$ cat config.mk
export PLATFORM = sky130hd
export DESIGN_NAME = if_fetch_queue
export DESIGN_NICKNAME = d
export VERILOG_FILES = /design/src/rtl/rv32i_pkg.sv /design/src/rtl/fq_storage.sv /design/src/rtl/if_fetch_queue.sv
export SDC_FILE = /design/constraint.sdc
export NUM_CORES = 1
export LEC_CHECK = 0
export CAP_MARGIN = 20
export CORE_MARGIN = 2
export CORE_UTILIZATION = 40
export CTS_BUF_LIST = sky130_fd_sc_hd__clkbuf_2
export DETAILED_ROUTE_END_ITERATION = 8
export PLACE_DENSITY = 0.72
export SETUP_SLACK_MARGIN = 0.5
export SYNTH_ARGS = -nofsm -noshare
export SYNTH_HDL_FRONTEND = slang
export SYNTH_HIERARCHICAL = 1
export SYNTH_SLANG_ARGS = --single-unit
$ cat constraint.sdc
create_clock -name clk -period 4.1 [get_ports clk]
set_clock_uncertainty 0.05 [all_clocks]
set_input_delay 0.82 -clock clk [delete_from_list [all_inputs] [get_ports clk]]
set_output_delay 0.82 -clock clk [all_outputs]
set_load 0.05 [all_outputs]
$ cat src/rtl/rv32i_pkg.sv
// rv32i_pkg: shared RV32I constants and the fetch-pair type.
package rv32i_pkg;
  localparam int XLEN = 32;
  localparam int ILEN = 32;
  localparam logic [ILEN-1:0] RV_NOP = 32'h0000_0013;
  typedef struct packed {
    logic [XLEN-1:0] pc;
    logic [ILEN-1:0] instr;
  } fetch_pair_t;
endpackage

$ cat src/rtl/fq_storage.sv
// fq_storage: DEPTH x W register array; ports: clk, we/waddr/wdata write, raddr/rdata async read.
module fq_storage #(
  parameter int W     = 40,
  parameter int DEPTH = 2
) (
  input  logic                     clk,
  input  logic                     we,
  input  logic [$clog2(DEPTH)-1:0] waddr,
  input  logic [W-1:0]             wdata,
  input  logic [$clog2(DEPTH)-1:0] raddr,
  output logic [W-1:0]             rdata
);
  logic [W-1:0] mem [DEPTH];
  always_ff @(posedge clk)
    if (we) mem[waddr] <= wdata;
  assign rdata = mem[raddr];
endmodule

$ cat src/rtl/if_fetch_queue.sv
// if_fetch_queue: fetch-to-decode {pc, instr} queue; ports: clk, rst_n, flush, push_* in, pop_ready in, pop_* out, count.
module if_fetch_queue
  import rv32i_pkg::*;
#(
  parameter int a_width = 8,
  parameter int i_width = 32,
  parameter int DEPTH   = 2
) (
  input  logic                       clk,
  input  logic                       rst_n,
  input  logic                       flush,
  input  logic                       push_valid,
  input  logic [a_width-1:0]         push_pc,
  input  logic [i_width-1:0]         push_instr,
  output logic                       push_ready,
  input  logic                       pop_ready,
  output logic                       pop_valid,
  output logic [a_width-1:0]         pop_pc,
  output logic [i_width-1:0]         pop_instr,
  output logic [a_width-1:0]         pop_pc_plus4,
  output logic [$clog2(DEPTH):0]     count
);
  localparam int PW = $clog2(DEPTH);
  localparam int CW = PW + 1;
  logic [PW-1:0] wr_ptr, rd_ptr;
  logic [a_width+i_width-1:0] head;
  logic push_fire, pop_fire;
  assign push_ready = count != CW'(DEPTH);
  assign pop_valid  = count != '0;
  // flush wins over both handshakes, so neither side may fire in a flush cycle
  assign push_fire  = push_valid & push_ready & ~flush;
  assign pop_fire   = pop_valid & pop_ready & ~flush;
  always_ff @(posedge clk or negedge rst_n)
    if (!rst_n) begin
      wr_ptr <= '0;
      rd_ptr <= '0;
      count  <= '0;
    end else if (flush) begin
      wr_ptr <= '0;
      rd_ptr <= '0;
      count  <= '0;
    end else begin
      if (push_fire) wr_ptr <= wr_ptr + 1'b1;
      if (pop_fire) rd_ptr <= rd_ptr + 1'b1;
      count <= count + CW'(push_fire) - CW'(pop_fire);
    end
  fq_storage #(.W(a_width + i_width), .DEPTH(DEPTH)) u_storage (
    .clk  (clk),
    .we   (push_fire),
    .waddr(wr_ptr),
    .wdata({push_pc, push_instr}),
    .raddr(rd_ptr),
    .rdata(head)
  );
  // storage is never reset, so the head is masked whenever the queue is empty
  assign pop_pc       = pop_valid ? head[a_width+i_width-1 -: a_width] : '0;
  assign pop_instr    = pop_valid ? head[i_width-1:0] : i_width'(RV_NOP);
  assign pop_pc_plus4 = pop_pc + a_width'(4);
endmodule

==> flow_metrics.env <==
export IMPL_ir_drop_uv=193
export IMPL_gr_total_overflow=0
export IMPL_ys_seq_area_share_pct=71.2
export IMPL_synth_main_ff_cell="edfxtp_1"
export IMPL_synth_edf_count=80
export IMPL_diodes=0
export IMPL_hold_path_class="primary input to async pin"
export IMPL_cts_sinks=84
export IMPL_crit_fanout=16
export IMPL_cp_data_arrival_time_ns=2.58
export IMPL_cts_resized=7
export IMPL_max_stage_delay_ns=0.69
export IMPL_outcome="completed"
export IMPL_power_density_mw_per_mm2=469
export IMPL_area_delta_synth_final_pct=34.6
export IMPL_dp_hpwl_um=4230
export IMPL_clockBufferDepth=2
export IMPL_path_clk_slew_ns=0.21
export IMPL_grt_max_degree=42
export IMPL_synth_ff_latch_count=84
export IMPL_seqPwrFrac_pct=45.8
export IMPL_r2r_slack_ns=1.85
export IMPL_hold_viol=0
export IMPL_initial_core_util_pct=40.7
export IMPL_final_layout_size_suffix_gt1_share_pct=23.0
export IMPL_setup_viol=0
export IMPL_gr_usage_all_layers_pct=14.1
export IMPL_cp_required_ns=3.23
export IMPL_core_area_sq_mm=0.00864
export IMPL_finalNonFillerCells=426
export IMPL_post_cts_buffers=0
export IMPL_die_h_um=97.8
export IMPL_cts_root_buf="clkbuf_2"
export IMPL_p_comb_share_pct=38.2
export IMPL_mostFrequentLayoutCells="edfxtp_1, clkdlybuf4s50_1, mux2_2"
export IMPL_drt_initial_drc_count=85
export IMPL_relSlewSlack_pct=63.9
export IMPL_die_w_um=97.8
export IMPL_cp_end_kind="output pin"
export IMPL_cellLeakagePower_nw=1.88
export IMPL_yosysTopAreaCell="edfxtp_1"
export IMPL_worstMarginPinSlew_ns=0.539
export IMPL_drc=0
export IMPL_p_sw_mw=0.833
export IMPL_yosysWarnings=6
export IMPL_dp_cells=410
export IMPL_vias=2001
export IMPL_slew_violations=0
export IMPL_grt_pass1_wl_um=10500
export IMPL_crit_path_top_delay_cell="clkdlybuf4s50_1"
export IMPL_grt_antenna_before_repair=0
export IMPL_fin_nets=361
export IMPL_min_period_ns=3.45
export IMPL_synth_top_area_share_pct=68.3
export IMPL_vias_per_cell=4.70
export IMPL_async_flop_share_pct=4.76
export IMPL_fin_tns_setup_ns=0
export IMPL_start_kind="flip-flop"
export IMPL_io_pins=97
export IMPL_power_share_clock_pct=16.0
export IMPL_cts_buffers=9
export IMPL_syn_nets=260
export IMPL_drv_cap=0
export IMPL_synth_area_leaders="edfxtp_1, mux2_2, and2_1, dfrtp_1, buf_6"
export IMPL_syn_area_sq_mm=0.00352
export IMPL_ys_types=23
export IMPL_final_common_cell="edfxtp_1"
export IMPL_power_internal_mw=1.38
export IMPL_period_share_pct=84.0
export IMPL_post_place_ws_ns=0.717
export IMPL_grt_setup_unrepaired="yes"
export IMPL_postLayoutCoreUtil_pct=54.8
export IMPL_swShare_pct=37.6
export IMPL_cts_hold_buffers=0
export IMPL_avgSynthCellArea_sq_um=16.6
export IMPL_wl_um=6410
export IMPL_dr_pass1_iters=4
export IMPL_port_buffers=96
export IMPL_fp_dieArea_sq_mm=0.00956
export IMPL_gp_congestion=0.733
export IMPL_wl_per_cell_um=15.0
export IMPL_syn_inst=212
export IMPL_grt_pass1_vias=2123
export IMPL_layout_setup_ws_ns=0.654
export IMPL_max_freq_mhz=290
export IMPL_row_count=34
export IMPL_cts_tree="done"
export IMPL_htree_levels=3
export IMPL_cp_cell_sequence="buf_4, mux2_2, and2_1, clkdlybuf4s50_1"
export IMPL_path_class="flip-flop to output pin"
export IMPL_antenna_left=0
export IMPL_worstSkewPairLatency_ns=0.49
## path summary, 6_finish.rpt
path                                    startpoint                             to  cells past startpoint
worst min register to register  wr_ptr$_DFFE_PN0P_             wr_ptr$_DFFE_PN0P_                      2
max in group asynchronous                    rst_n             rd_ptr$_DFFE_PN0P_                      1
worst max-delay path            rd_ptr$_DFFE_PN0P_                   pop_instr[7]                      4
min in group clk                wr_ptr$_DFFE_PN0P_             wr_ptr$_DFFE_PN0P_                      2
worst max register to register  count[1]$_DFF_PN0_  u_storage/mem[1][4]$_DFFE_PP_                      5
worst min-delay path                         rst_n             rd_ptr$_DFFE_PN0P_                      1
## per-stage QoR
| stage | instance area, sq um | hold slack (ns) | power [mW] |
|---|---|---|---|
| 2_1_floorplan | 3530 | 0.474 | 1.62 |
| 3_3_place_gp | 4600 | 0.542 | 1.89 |
| 3_5_place_dp | 4600 | 0.578 | 1.90 |
| 4_1_cts | 4690 | 0.385 | 2.25 |
| 5_1_grt | 4730 | 0.385 | 2.33 |
| 6_report | 4730 | 0.442 | 2.22 |
## final cells by class
cell class              count  area [sq um]
fillers                   711          3910
flip-flops and latches     84          2510
repair buffers            100          1030
multi-input cells         112           937
well taps                 108           135
clock buffers              10          50.0
clock inverters             6          41.3
inverters                   6          28.8
## worst max-delay path, delay by kind of cell (launching register included)
kind	cells	cell delay, ns
flip-flops	1	0.61
multiplexers	1	0.35
buffers and inverters	2	0.98
AND/OR/NAND/NOR	1	0.13
## logic make-up after synthesis
group | share of synthesized area, %
fa+ha+maj | 1.07
xor+xnor | 1.25
flops | 71.2
compound gates | 0.712
mux | 12.8
buf+inv | 2.92
simple gates | 10.1
## Yosys cell counts (all sizes together), types with 4 or more instances
master	instances
dfrtp	4
edfxtp	80
xor2	5
nor2	6
buf	10
and2	38
mux2	40
inv	6
## flip-flops by register name, indices dropped and copies added (netlist names)
register       flops
u_storage/mem     80
count              2
rd_ptr             1
wr_ptr             1
## power by group through the flow
| stage | registers, mW | logic, mW | clock network, mW |
|---|---|---|---|
| floorplan | 1.04 | 0.588 | 0 |
| global placement | 1.03 | 0.860 | 0 |
| detailed placement | 1.03 | 0.863 | 0 |
| CTS | 1.02 | 0.862 | 0.373 |
| global route | 1.02 | 0.897 | 0.406 |
| finish | 1.02 | 0.847 | 0.354 |
## metal layers
| metal | part of all wire (%) | up-vias | global-route usage, % |
|---|---|---|---|
| li1 | - | 967 | - |
| met1 | 44 | 959 | 17.4 |
| met2 | 49 | 66 | 23.6 |
| met3 | 5.8 | 9 | 3.65 |
| met4 | 1.2 | 0 | 6.09 |
| met5 | 0 | - | 0 |
No activity file was read; power rests on OpenSTA's default activity.
==> variant (same settings) <==
Register the output `count` once more, with the module's reset; this adds one clock of latency there. The other outputs are not delayed to match.
--- a/src/rtl/if_fetch_queue.sv
+++ b/src/rtl/if_fetch_queue.sv
@@ -22,11 +22,13 @@
 );
   localparam int PW = $clog2(DEPTH);
   localparam int CW = PW + 1;
+
+  logic [$clog2(DEPTH):0] count_s0;
   logic [PW-1:0] wr_ptr, rd_ptr;
   logic [a_width+i_width-1:0] head;
   logic push_fire, pop_fire;
-  assign push_ready = count != CW'(DEPTH);
-  assign pop_valid  = count != '0;
+  assign push_ready = count_s0 != CW'(DEPTH);
+  assign pop_valid  = count_s0 != '0;
   // flush wins over both handshakes, so neither side may fire in a flush cycle
   assign push_fire  = push_valid & push_ready & ~flush;
   assign pop_fire   = pop_valid & pop_ready & ~flush;
@@ -34,15 +36,15 @@
     if (!rst_n) begin
       wr_ptr <= '0;
       rd_ptr <= '0;
-      count  <= '0;
+      count_s0 <= '0;
     end else if (flush) begin
       wr_ptr <= '0;
       rd_ptr <= '0;
-      count  <= '0;
+      count_s0 <= '0;
     end else begin
       if (push_fire) wr_ptr <= wr_ptr + 1'b1;
       if (pop_fire) rd_ptr <= rd_ptr + 1'b1;
-      count <= count + CW'(push_fire) - CW'(pop_fire);
+      count_s0 <= count_s0 + CW'(push_fire) - CW'(pop_fire);
     end
   fq_storage #(.W(a_width + i_width), .DEPTH(DEPTH)) u_storage (
     .clk  (clk),
@@ -56,5 +58,13 @@
   assign pop_pc       = pop_valid ? head[a_width+i_width-1 -: a_width] : '0;
   assign pop_instr    = pop_valid ? head[i_width-1:0] : i_width'(RV_NOP);
   assign pop_pc_plus4 = pop_pc + a_width'(4);
+  always_ff @(posedge clk or negedge rst_n) begin
+      if (!rst_n) begin
+          count <= '0;
+      end else begin
+          count <= count_s0;
+      end
+  end
+
 endmodule
 
Behaviour: not the same (Yosys sat finds a counterexample within 4 cycles, from zero or initial values and one cycle with rst_n low).
==> variant against the unedited design <==
Wire length grew 3.5%. Synthesized area grew 1.4%. Setup slack gained 0.089 ns. Design area grew 0.24%. Sequential cell count grew 2. Clock power shrank 5%. Power grew 0.20%. Critical path type unchanged. Critical endpoint is now pop_instr[30].
==> variant: results <==
{
  "synth-seq-area-share_pct": 71.6,
  "synthFlopType": "edfxtp_1",
  "ys_seq_elements": 86,
  "gp_congestion": 0.706,
  "grt_pass1_wl_microns": 10400,
  "clockBufferDepth": 2,
  "synth_cell_type_count": 23,
  "grtUsageTotal_pct": 14.1,
  "ir_drop_uv": 214,
  "grt_use_met2_pct": 23.7,
  "grt_max_degree": 42,
  "postSynthAreaPerCell_sq_um": 16.7,
  "cts_max_level": 3,
  "dp_cells": 413,
  "cts-root-buf": "clkbuf_2",
  "nets": 365,
  "vias_per_cell": 4.75,
  "critPathSlowestCell": "clkdlybuf4s50_1",
  "drt_first_iter_violations": 90,
  "numCtsBuffers": 9,
  "status": "completed",
  "ys_warn_count": 6,
  "worstHoldPathType": "flop to flop",
  "clkSlewWorstSetupHoldPaths_ns": 0.20,
  "postRouteWirelength_microns": 6630,
  "drc_errors": 0,
  "place_ws_ns": 0.572,
  "syn-num-nets": 262,
  "worst_pin_slew_ns": 0.546,
  "yosys-top-cells-area": "edfxtp_1 (67%), mux2_2 (13%), and2_1 (6.7%), dfrtp_1 (4.2%), buf_6 (1.3%)",
  "clkLatencyLatePin_ns": 0.49,
  "grt_pass1_vias": 2163,
  "antenna_found_initial": 0,
  "power_leakage_nw": 1.78,
  "drive_gt1_share_pct": 21.8,
  "firstDrtPassIters": 4,
  "async_flop_share_pct": 6.98,
  "synth-edff-count": 80,
  "post_drt_wl_per_cell_microns": 15.5,
  "synthTopCellsByCount": "edfxtp_1 (80), mux2_2 (40), and2_1 (38)",
  "slowest_delay_ns": 0.70,
  "grt_use_met1_pct": 17.6,
  "io_buffers": 96,
  "crit_fanout": 11,
  "n_antenna_cell": 0,
  "use_met3_pct": 4.47,
  "nFillCells": 745,
  "cp_top_family": "buffers and inverters",
  "ant_nets": 0,
  "hpwl_microns": 4470,
  "largestRegisters": "u_storage/mem: 80 flops, count: 2 flops, count_s0: 2 flops"
}
==> variant: cell types whose count changed in the layout (fill, tap and decap cells not counted), moves of 2 or more <==
cell / before / now
clkinv_1: 0 / 2
clkdlybuf4s50_1: 76 / 84
dfrtp_1: 3 / 5
buf_4: 4 / 6
dlymetal6s2s_1: 15 / 8
clkinv_4: 3 / 0
clkinv_2: 3 / 1
==> variant: what timing repair did <==
| action | CTS | global route |
|---|---|---|
| setup buffers | 0 | 1 |
| pin swaps | 0 | 0 |
| resized for setup | 5 | 12 |
| endpoints found under the setup margin | 27 | 25 |
==> variant: metrics by stage <==
step / utilization [%] / area, sq um / power, W
6_report: 54.6 / 4740 / 0.00222
5_1_grt: 54.6 / 4740 / 0.00234
4_1_cts: 54.3 / 4720 / 0.00225
3_5_place_dp: 53.4 / 4640 / 0.00192
3_3_place_gp: 53.4 / 4640 / 0.00191
2_1_floorplan: - / 3580 / 0.00165
==> variant: worst register-to-register path, stage by stage, from the launching register on <==
cell	delay [ns]
dfrtp_1	0.48
nor2b_4	0.16
or3_1	0.34
inv_1	0.08
and2_2	0.35
buf_4	0.33
==> variant: metal layers <==
metal | part of all wire, % | wire, microns
met3 | 6.5 | 433
met1 | 42 | 2760
met5 | 0 | 0
met2 | 51 | 3370
met4 | 1.0 | 67
==> variant: final timing paths <==
kind | start | to | slack, ns | cells past startpoint
worst max-delay path | rd_ptr | pop_instr[30] | 0.74 | 4
worst min-delay path | count_s0[1] | count[1] | 0.46 | 0
worst max register to register | count_s0[1] | u_storage/mem[1][38] | 2.02 | 5
worst min register to register | count_s0[1] | count[1] | 0.46 | 0
max in group asynchronous | rst_n | rd_ptr | 3.27 | 1
min in group asynchronous | rst_n | count[0] | 0.49 | 1
==> variant: cell families after synthesis <==
kind of cell	after synthesis	synth area share, %
AOI/OAI and AO/OA	5	0.702
xor gates and xnor gates	5	1.23
adders and majority gates	3	1.05
buffers and inverters	16	2.88
DFF	86	71.6
muxes	40	12.6
and+or+nand+nor	59	9.93
==> variant: layout make-up <==
type,count,area [sq um],share of cell area (%)
inverter,6,25.0,0.528
multi-input combinational,112,930,19.6
tap,108,135,2.85
sequential,86,2560,53.9
clock inverter,5,27.5,0.580
clock buffer,10,50.0,1.06
timing repair buffer,102,1020,21.5
==> variant: power by group <==
| part | internal [W] | switching [W] | leakage (nW) |
|---|---|---|---|
| logic | 0.000313 | 0.000537 | 0.921 |
| clock network | 0.0000738 | 0.000262 | 0.0489 |
| registers | 0.00101 | 0.0000230 | 0.812 |
